$ cat src/rtl/mux8way16_collector.sv
// mux8way16_collector
// Eight-channel collector feeding a single-entry output register. Each cycle
// the register can accept a new word, one requesting channel is granted,
// acknowledged combinationally, and its word is captured together with its
// 3-bit channel index (same encoding as the 8-way demux select).
//
// Build option: define MUX8WAY16_RR_EN for round-robin arbitration driven by
// a "last granted" pointer; leave it undefined for fixed priority where the
// lowest requesting index always wins.
//
// state | meaning
// ------+-----------------------------------------------
// EMPTY | output register holds no untaken word
// FULL  | out/out_sel hold a word not yet taken downstream

module mux8way16_collector #(
    parameter int WIDTH = 16
) (
    input  logic             clk,
    input  logic             reset,
    input  logic [7:0]       in_valid,
    input  logic [WIDTH-1:0] in0,
    input  logic [WIDTH-1:0] in1,
    input  logic [WIDTH-1:0] in2,
    input  logic [WIDTH-1:0] in3,
    input  logic [WIDTH-1:0] in4,
    input  logic [WIDTH-1:0] in5,
    input  logic [WIDTH-1:0] in6,
    input  logic [WIDTH-1:0] in7,
    output logic [7:0]       in_ack,
    output logic [WIDTH-1:0] out,
    output logic [2:0]       out_sel,
    output logic             out_valid,
    input  logic             out_ready
);

    typedef enum logic {
        EMPTY = 1'b0,
        FULL  = 1'b1
    } state_t;

    state_t           state;
    logic [WIDTH-1:0] chan_data [8];
    logic [WIDTH-1:0] grant_data;
    logic [2:0]       grant_idx;
    logic             grant_any;
    logic             grant_fire;
    logic             load;

    assign chan_data[0] = in0;
    assign chan_data[1] = in1;
    assign chan_data[2] = in2;
    assign chan_data[3] = in3;
    assign chan_data[4] = in4;
    assign chan_data[5] = in5;
    assign chan_data[6] = in6;
    assign chan_data[7] = in7;

    assign out_valid = (state == FULL);

    // The register can take a word when empty, or when its current word
    // retires at this same edge.
    assign load = (state == EMPTY) || out_ready;

`ifdef MUX8WAY16_RR_EN
    logic [2:0] last;
    logic [2:0] cand;

    // Round-robin search: start just after the last granted channel and
    // wrap 7->0, so the most recently served channel is looked at last.
    always_comb begin
        grant_any = 1'b0;
        grant_idx = 3'd0;
        cand      = 3'd0;
        for (int k = 1; k <= 8; k++) begin
            cand = last + 3'(k);
            if (!grant_any && in_valid[cand]) begin
                grant_any = 1'b1;
                grant_idx = cand;
            end
        end
    end

    // Pointer advances only on an actual grant; reset value 7 makes
    // channel 0 the first candidate after release.
    always_ff @(posedge clk or posedge reset) begin
        if (reset) begin
            last <= 3'd7;
        end else if (grant_fire) begin
            last <= grant_idx;
        end
    end
`else
    // Fixed priority: scan from the top so the lowest requesting index
    // is the one left in grant_idx.
    always_comb begin
        grant_any = 1'b0;
        grant_idx = 3'd0;
        for (int k = 7; k >= 0; k--) begin
            if (in_valid[k]) begin
                grant_any = 1'b1;
                grant_idx = 3'(k);
            end
        end
    end
`endif

    assign grant_data = chan_data[grant_idx];

    // No ack may escape while reset is held, even though the arbiter
    // itself keeps evaluating the live requests.
    assign grant_fire = load && grant_any && !reset;

    // One-hot acknowledge of the winning channel for this edge.
    assign in_ack = grant_fire ? (8'd1 << grant_idx) : 8'd0;

    // Output register: capture the winner, drain to EMPTY when nothing is
    // requesting, hold everything while stalled by downstream.
    always_ff @(posedge clk or posedge reset) begin
        if (reset) begin
            state   <= EMPTY;
            out     <= '0;
            out_sel <= 3'd0;
        end else if (load) begin
            if (grant_any) begin
                state   <= FULL;
                out     <= grant_data;
                out_sel <= grant_idx;
            end else begin
                state   <= EMPTY;
            end
        end
    end

    // Ack is at most one-hot.
    a_ack_onehot : assert property (@(posedge clk) $onehot0(in_ack));

    // Ack only goes to a channel that is actually requesting.
    a_ack_requested : assert property (@(posedge clk) (in_ack & ~in_valid) == 8'd0);

    // A stalled word is never disturbed.
    a_hold_stalled : assert property (@(posedge clk) disable iff (reset)
        (out_valid && !out_ready) |=> (out_valid && $stable(out) && $stable(out_sel)));

endmodule

$ cat config.mk
export PLATFORM = sky130hd
export DESIGN_NAME = mux8way16_collector
export DESIGN_NICKNAME = d
export VERILOG_FILES = /design/src/rtl/mux8way16_collector.sv
export SDC_FILE = /design/constraint.sdc
export NUM_CORES = 1
export LEC_CHECK = 0
export CAP_MARGIN = 20
export CORE_AREA = 8 8 71 97
export CTS_BUF_LIST = sky130_fd_sc_hd__clkbuf_4
export CTS_CLUSTER_DIAMETER = 150
export DETAILED_ROUTE_END_ITERATION = 8
export DIE_AREA = 0 0 79 105
export PLACE_DENSITY = 0.95
export SYNTH_ARGS = -nofsm -noshare
export SYNTH_HDL_FRONTEND = slang
export SYNTH_SLANG_ARGS = --single-unit
$ cat constraint.sdc
create_clock -name clk -period 4 [get_ports clk]
set_clock_uncertainty 0.15 [all_clocks]
set_input_delay 0.4 -clock clk [delete_from_list [all_inputs] [get_ports clk]]
set_output_delay 0.4 -clock clk [all_outputs]
set_load 0.01 [all_outputs]
==> flow_summary.yaml, run 1 <==
route:
  routed_wl_um: 8870
  detail_route.first_pass.iterations: 4
  wl_per_cell_um: 21.1
  drt-initial-drc-count: 84
  via_per_inst: 5.53
  ant_nets: 0
  drc_errors: 0
  vias: 2327
sta:
  slew_headroom: 0.439
  setup_tns_ps: 0
  worst-slew-pin-transition_ps: 841
  min_period_ps: 3360
  hold_viol_final: 0
  fmax_ghz: 0.298
  whs_ps: 345
  rsz0062_at_grt: "false"
  slew_viol_final: 0
  fin_crit_sh: 0.840
  finalSetupViolations: 0
  timing.final.ws_setup_ps: 642
synth:
  seq_area_frac_synth: 0.280
  synth-compound-area-share: 0.331
  synthXorXnorAreaFrac: 0
  synth_cell_types: 34
  synth_top_family_by_area: "compound AO/OA/AOI/OAI gates"
  synth-adder-area-share: 0
  synth-seq-cells: 20
  yosys.area_share.simple: 0.146
  synth_area_per_cell_um2: 9.08
  syn_area_um2: 1790
  netlist_instances: 197
  ys_warn_count: 0
  synth_fp_nets: 336
  synth_mux_area_frac: 0.179
setup_path:
  critPathKind: "primary input to output port"
  crit_slowest_cell: "or4_4"
  path_max_fanout: 7
  slowest_delay_ps: 570
  crit_chain: "clkdlybuf4s50_1 > or4_4 > or3_4 > nor2_1 > nand2b_1 > nor2_1 > clkdlybuf4s50_1"
  worstSetupStartpointType: "primary input"
  cp-end-kind: "output port"
  crit_required_ps: 3450
  cp.arrival_ps: 2810
die:
  die_x_um: 79
  fp.coreArea_um2: 5450
  fp.dieArea_um2: 8300
  boundaryPins: 167
  die_h_um: 105
  initial_core_util: 0.328
  rows: 32
final_layout:
  drive_above_1_share: 0.0567
  fill_cells: 493
  antenna_cells: 0
  final_net_count: 494
  final_area_um2: 3520
  final_common_cell: "clkdlybuf4s50_1"
  instances_no_fill: 421
  most-common-layout-cells: "clkdlybuf4s50_1, mux2i_1, nor2_1"
  fin_util: 0.646
  syn_to_final_growth_pct: 96.6
flow_run:
  drv_cap: 0
clocking:
  cts_resized: 0
  numCtsBuffers: 3
  clkLatencyLatePin_ps: 300
  clock-root-buffer: "clkbuf_4"
  post_cts_buffers: 0
  htreeDepth: 1
  holdBufCountCts: 0
  clockBufferDepth: 2
  clkTransAtPathRegs_ps: 120
  cts.sinks: 20
  cts_tree: "built"
placement:
  dpl.hpwl_um: 7390
  io_buffers: 166
  postPlaceCellArea_um2: 3490
  post-place-ws_ps: 635
  gp_congestion: 0.861
  dpl.cell_count: 418
min_path:
  worstHoldPathType: "flop to flop"
global_route:
  track_usage: 0.202
  grt_pass1_wl_um: 13400
  antenna_found_initial: 0
  grt_overflow_total: 0
  first_global_vias: 2531
  grt_max_degree: 25
outcome:
  status: "complete, no violations"
power_and_ir_drop:
  ir_drop_uv: 104
  power_uw: 686
  p_leak_nw: 1.46
  p_per_area_nw_per_um2: 195
[state kept, by name (all words and copies together), names as in the netlist]
register / flops
out: 16
out_sel: 3
out_valid: 1
[cells in the mapped netlist]
cell | count | area share
clkbuf_1 | 8 | 0.017
and4b_2 | 1 | 0.0063
o22ai_1 | 16 | 0.056
dfrtp_1 | 20 | 0.28
mux2i_1 | 32 | 0.18
buf_1 | 1 | 0.0021
nand2_1 | 3 | 0.0063
a31oi_1 | 1 | 0.0035
buf_8 | 1 | 0.0084
o31ai_1 | 2 | 0.0084
nor2_8 | 1 | 0.011
a221oi_1 | 1 | 0.0049
o21ai_0 | 2 | 0.0056
a211o_1 | 10 | 0.049
or3_4 | 1 | 0.0063
o21a_1 | 1 | 0.0042
and2_1 | 2 | 0.0070
nor2b_1 | 2 | 0.0070
or4_1 | 1 | 0.0042
a21o_1 | 1 | 0.0042
o22a_1 | 1 | 0.0049
inv_1 | 4 | 0.0084
nor4_1 | 3 | 0.010
or4_4 | 1 | 0.0063
a22oi_1 | 16 | 0.067
buf_4 | 4 | 0.017
buf_2 | 4 | 0.011
a221o_1 | 16 | 0.090
and3_1 | 2 | 0.0070
nor2_1 | 28 | 0.059
nand3_1 | 1 | 0.0028
nand2b_1 | 2 | 0.0070
nor3_1 | 2 | 0.0056
a211o_2 | 6 | 0.034
[power breakdown]
group          switching, mW  total [mW]  internal [mW]  leakage (nW)
Sequential            0.0134       0.239          0.226         0.245
Combinational          0.121       0.348          0.227          1.20
Clock                 0.0637      0.0988         0.0351        0.0138
Total                  0.198       0.686          0.488          1.46
[logic make-up after synthesis]
family / Yosys count
and+or+nand+nor: 50
buffers and inverters: 22
muxes: 32
DFF: 20
AOI/OAI and AO/OA: 73
[layer usage]
| metal | share of wire | vias to the layer above | track usage | wire length, um |
|---|---|---|---|---|
| li1 | - | 1098 | - | - |
| met1 | 0.39 | 1110 | 0.223 | 3430 |
| met2 | 0.53 | 107 | 0.371 | 4740 |
| met3 | 0.060 | 12 | 0.0429 | 530 |
| met4 | 0.019 | 0 | 0.0519 | 170 |
| met5 | 0 | - | 0 | 0 |
[final timing paths]
kind                                   startpoint                endpoint  slack [ps]  cells after the start
setup / recovery                      in_valid[2]               in_ack[7]         640                      7
hold / removal             out_sel[0]$_DFFE_PP0P_  out_sel[0]$_DFFE_PP0P_         350                      2
setup reg to reg            out_valid$_DFFE_PP0P_     out[14]$_DFFE_PP0P_        1740                      5
hold reg to reg            out_sel[0]$_DFFE_PP0P_  out_sel[0]$_DFFE_PP0P_         350                      2
max in group asynchronous                   reset      out[9]$_DFFE_PP0P_        2680                      2
min in group asynchronous                   reset  out_sel[1]$_DFFE_PP0P_         500                      2
[layout make-up]
cell class                      count  area, um^2  share of cell area
Timing Repair Buffer              171        1700               0.483
Inverter                            4        15.0             0.00427
Tap cell                           68        85.1              0.0242
Sequential cell                    20         500               0.142
Clock buffer                        3        22.5             0.00641
Multi-Input combinational cell    155        1190               0.340
[worst max-delay path: cells and delay by family]
kind                   cells  cell delay [ps]
buffers and inverters      2             1090
and+or+nand+nor            5             1320
(Power assumes the default switching activity.)
==> run 2: changes to the inputs <==
Settings changed: CORE_AREA 8 8 71 97 to 8 8 73 100, DIE_AREA 0 0 79 105 to 0 0 81 108, PLACE_DENSITY 0.95 to 0.94.
Clock period 4 ns to 3.3 ns, I/O delays scaled along.
==> flow_summary.yaml, run 2 (same netlist as run 1, synthesis figures left out) <==
die:
  fp.dieArea_um2: 8750
  boundaryPins: 167
  rows: 33
  fp.coreArea_um2: 5780
  die_x_um: 81
  initial_core_util: 0.309
  die_h_um: 108
clocking:
  post_cts_buffers: 0
  clock-root-buffer: "clkbuf_4"
  cts.sinks: 20
  clockBufferDepth: 2
  clkLatencyLatePin_ps: 300
  holdBufCountCts: 0
  numCtsBuffers: 3
  htreeDepth: 1
  cts_tree: "built"
  cts_resized: 0
  clkTransAtPathRegs_ps: 130
power_and_ir_drop:
  switching_share: 0.291
  combPwrFrac: 0.506
  p_leak_nw: 1.47
  clkPwrFrac: 0.149
  p_per_area_nw_per_um2: 237
  p_sw_uw: 244
  ir_drop_uv: 113
  power_uw: 841
  seqPwrFrac: 0.345
  intPower_uw: 596
sta:
  worst-slew-pin-transition_ps: 825
  min_period_ps: 3150
  fin_crit_sh: 0.956
  hold_viol_final: 0
  finalSetupViolations: 0
  setup_tns_ps: 0
  whs_ps: 340
  slew_viol_final: 0
  rsz0062_at_grt: "false"
  slew_headroom: 0.449
  fmax_ghz: 0.317
route:
  routed_wl_um: 8840
  ant_nets: 0
  drc_errors: 0
  vias: 2330
  detail_route.first_pass.iterations: 4
  wl_per_cell_um: 20.7
  via_per_inst: 5.47
  drt-initial-drc-count: 110
global_route:
  grt_pass1_wl_um: 13400
  grt_max_degree: 34
  antenna_found_initial: 0
  first_global_vias: 2634
  grt_overflow_total: 0
  track_usage: 0.195
placement:
  dpl.hpwl_um: 7270
  dpl.cell_count: 422
  io_buffers: 166
  gp_congestion: 0.832
outcome:
  status: "complete, no violations"
final_layout:
  final_net_count: 496
  fill_cells: 528
  syn_to_final_growth_pct: 98.5
  top_register: "out"
  instances_no_fill: 426
  final_common_cell: "clkdlybuf4s50_1"
  antenna_cells: 0
  largest_register_ffs: 16
  most-common-layout-cells: "clkdlybuf4s50_1, mux2i_1, nor2_1"
  drive_above_1_share: 0.0618
flow_run:
  drv_cap: 0
setup_path:
  critPathKind: "primary input to output port"
  crit_required_ps: 2820
  cp.arrival_ps: 2670
  worstSetupStartpointType: "primary input"
  path_max_fanout: 3
  cp-end-kind: "output port"
min_path:
  worstHoldPathType: "flop to flop"
==> run 2: cell types whose count changed in the layout (fill, tap and decap cells not counted), sizes merged <==
| cell | change |
|---|---|
| buf | +2 |
| clkinv | +1 |
==> run 2: metrics by stage <==
step                      cell area [um^2]  setup slack [ps]   util
after global routing                  3550              75.6  0.614
after floorplan                       1790              1130      -
after global placement                3520               238  0.610
after CTS                             3550               142  0.614
after detailed placement              3520               141  0.610
final                                 3550               145  0.614
==> run 2: cell type report <==
| cell class | count | area [um^2] | share of cell area |
|---|---|---|---|
| clock buffers | 3 | 22.5 | 0.00634 |
| clock inverters | 1 | 3.75 | 0.00106 |
| inverters | 4 | 15.0 | 0.00423 |
| multi-input cells | 155 | 1190 | 0.336 |
| flip-flops and latches | 20 | 500 | 0.141 |
| well taps | 70 | 87.6 | 0.0247 |
| repair buffers | 173 | 1730 | 0.486 |
==> run 2: worst max-delay path, cell delays in order <==
cell and delay (ps):
clkdlybuf4s50_1 430, or4_4 560, or3_4 420, nor2_1 140
nand2b_1 100, nor2_1 120, clkdlybuf4s50_1 560
==> run 2: final timing paths <==
kind	from	end	slack, ps	depth (start not counted)
worst min-delay path	out_sel[0]$_DFFE_PP0P_	out_sel[0]$_DFFE_PP0P_	340	2
worst min register to register	out_sel[0]$_DFFE_PP0P_	out_sel[0]$_DFFE_PP0P_	340	2
min in group asynchronous	reset	out_sel[1]$_DFFE_PP0P_	410	2
worst max register to register	out_valid$_DFFE_PP0P_	out[12]$_DFFE_PP0P_	980	6
worst max-delay path	in_valid[3]	in_ack[7]	150	7
max in group asynchronous	reset	out[10]$_DFFE_PP0P_	2070	2
==> run 2: power groups by stage <==
stage	combinational [mW]	sequential [mW]	clock [mW]
4_1_cts	0.428	0.290	0.132
6_report	0.425	0.290	0.125
3_5_place_dp	0.426	0.295	0
3_3_place_gp	0.417	0.293	0
2_1_floorplan	0.140	0.307	0
5_1_grt	0.454	0.294	0.138
==> run 2: routing by layer <==
layer / global-route usage / vias to the layer above / routed length (um)
met4: 0.0667 / 0 / 225
met2: 0.358 / 124 / 4730
met5: 0 / - / 0
met3: 0.0556 / 18 / 868
met1: 0.204 / 1086 / 3020
li1: - / 1102 / -
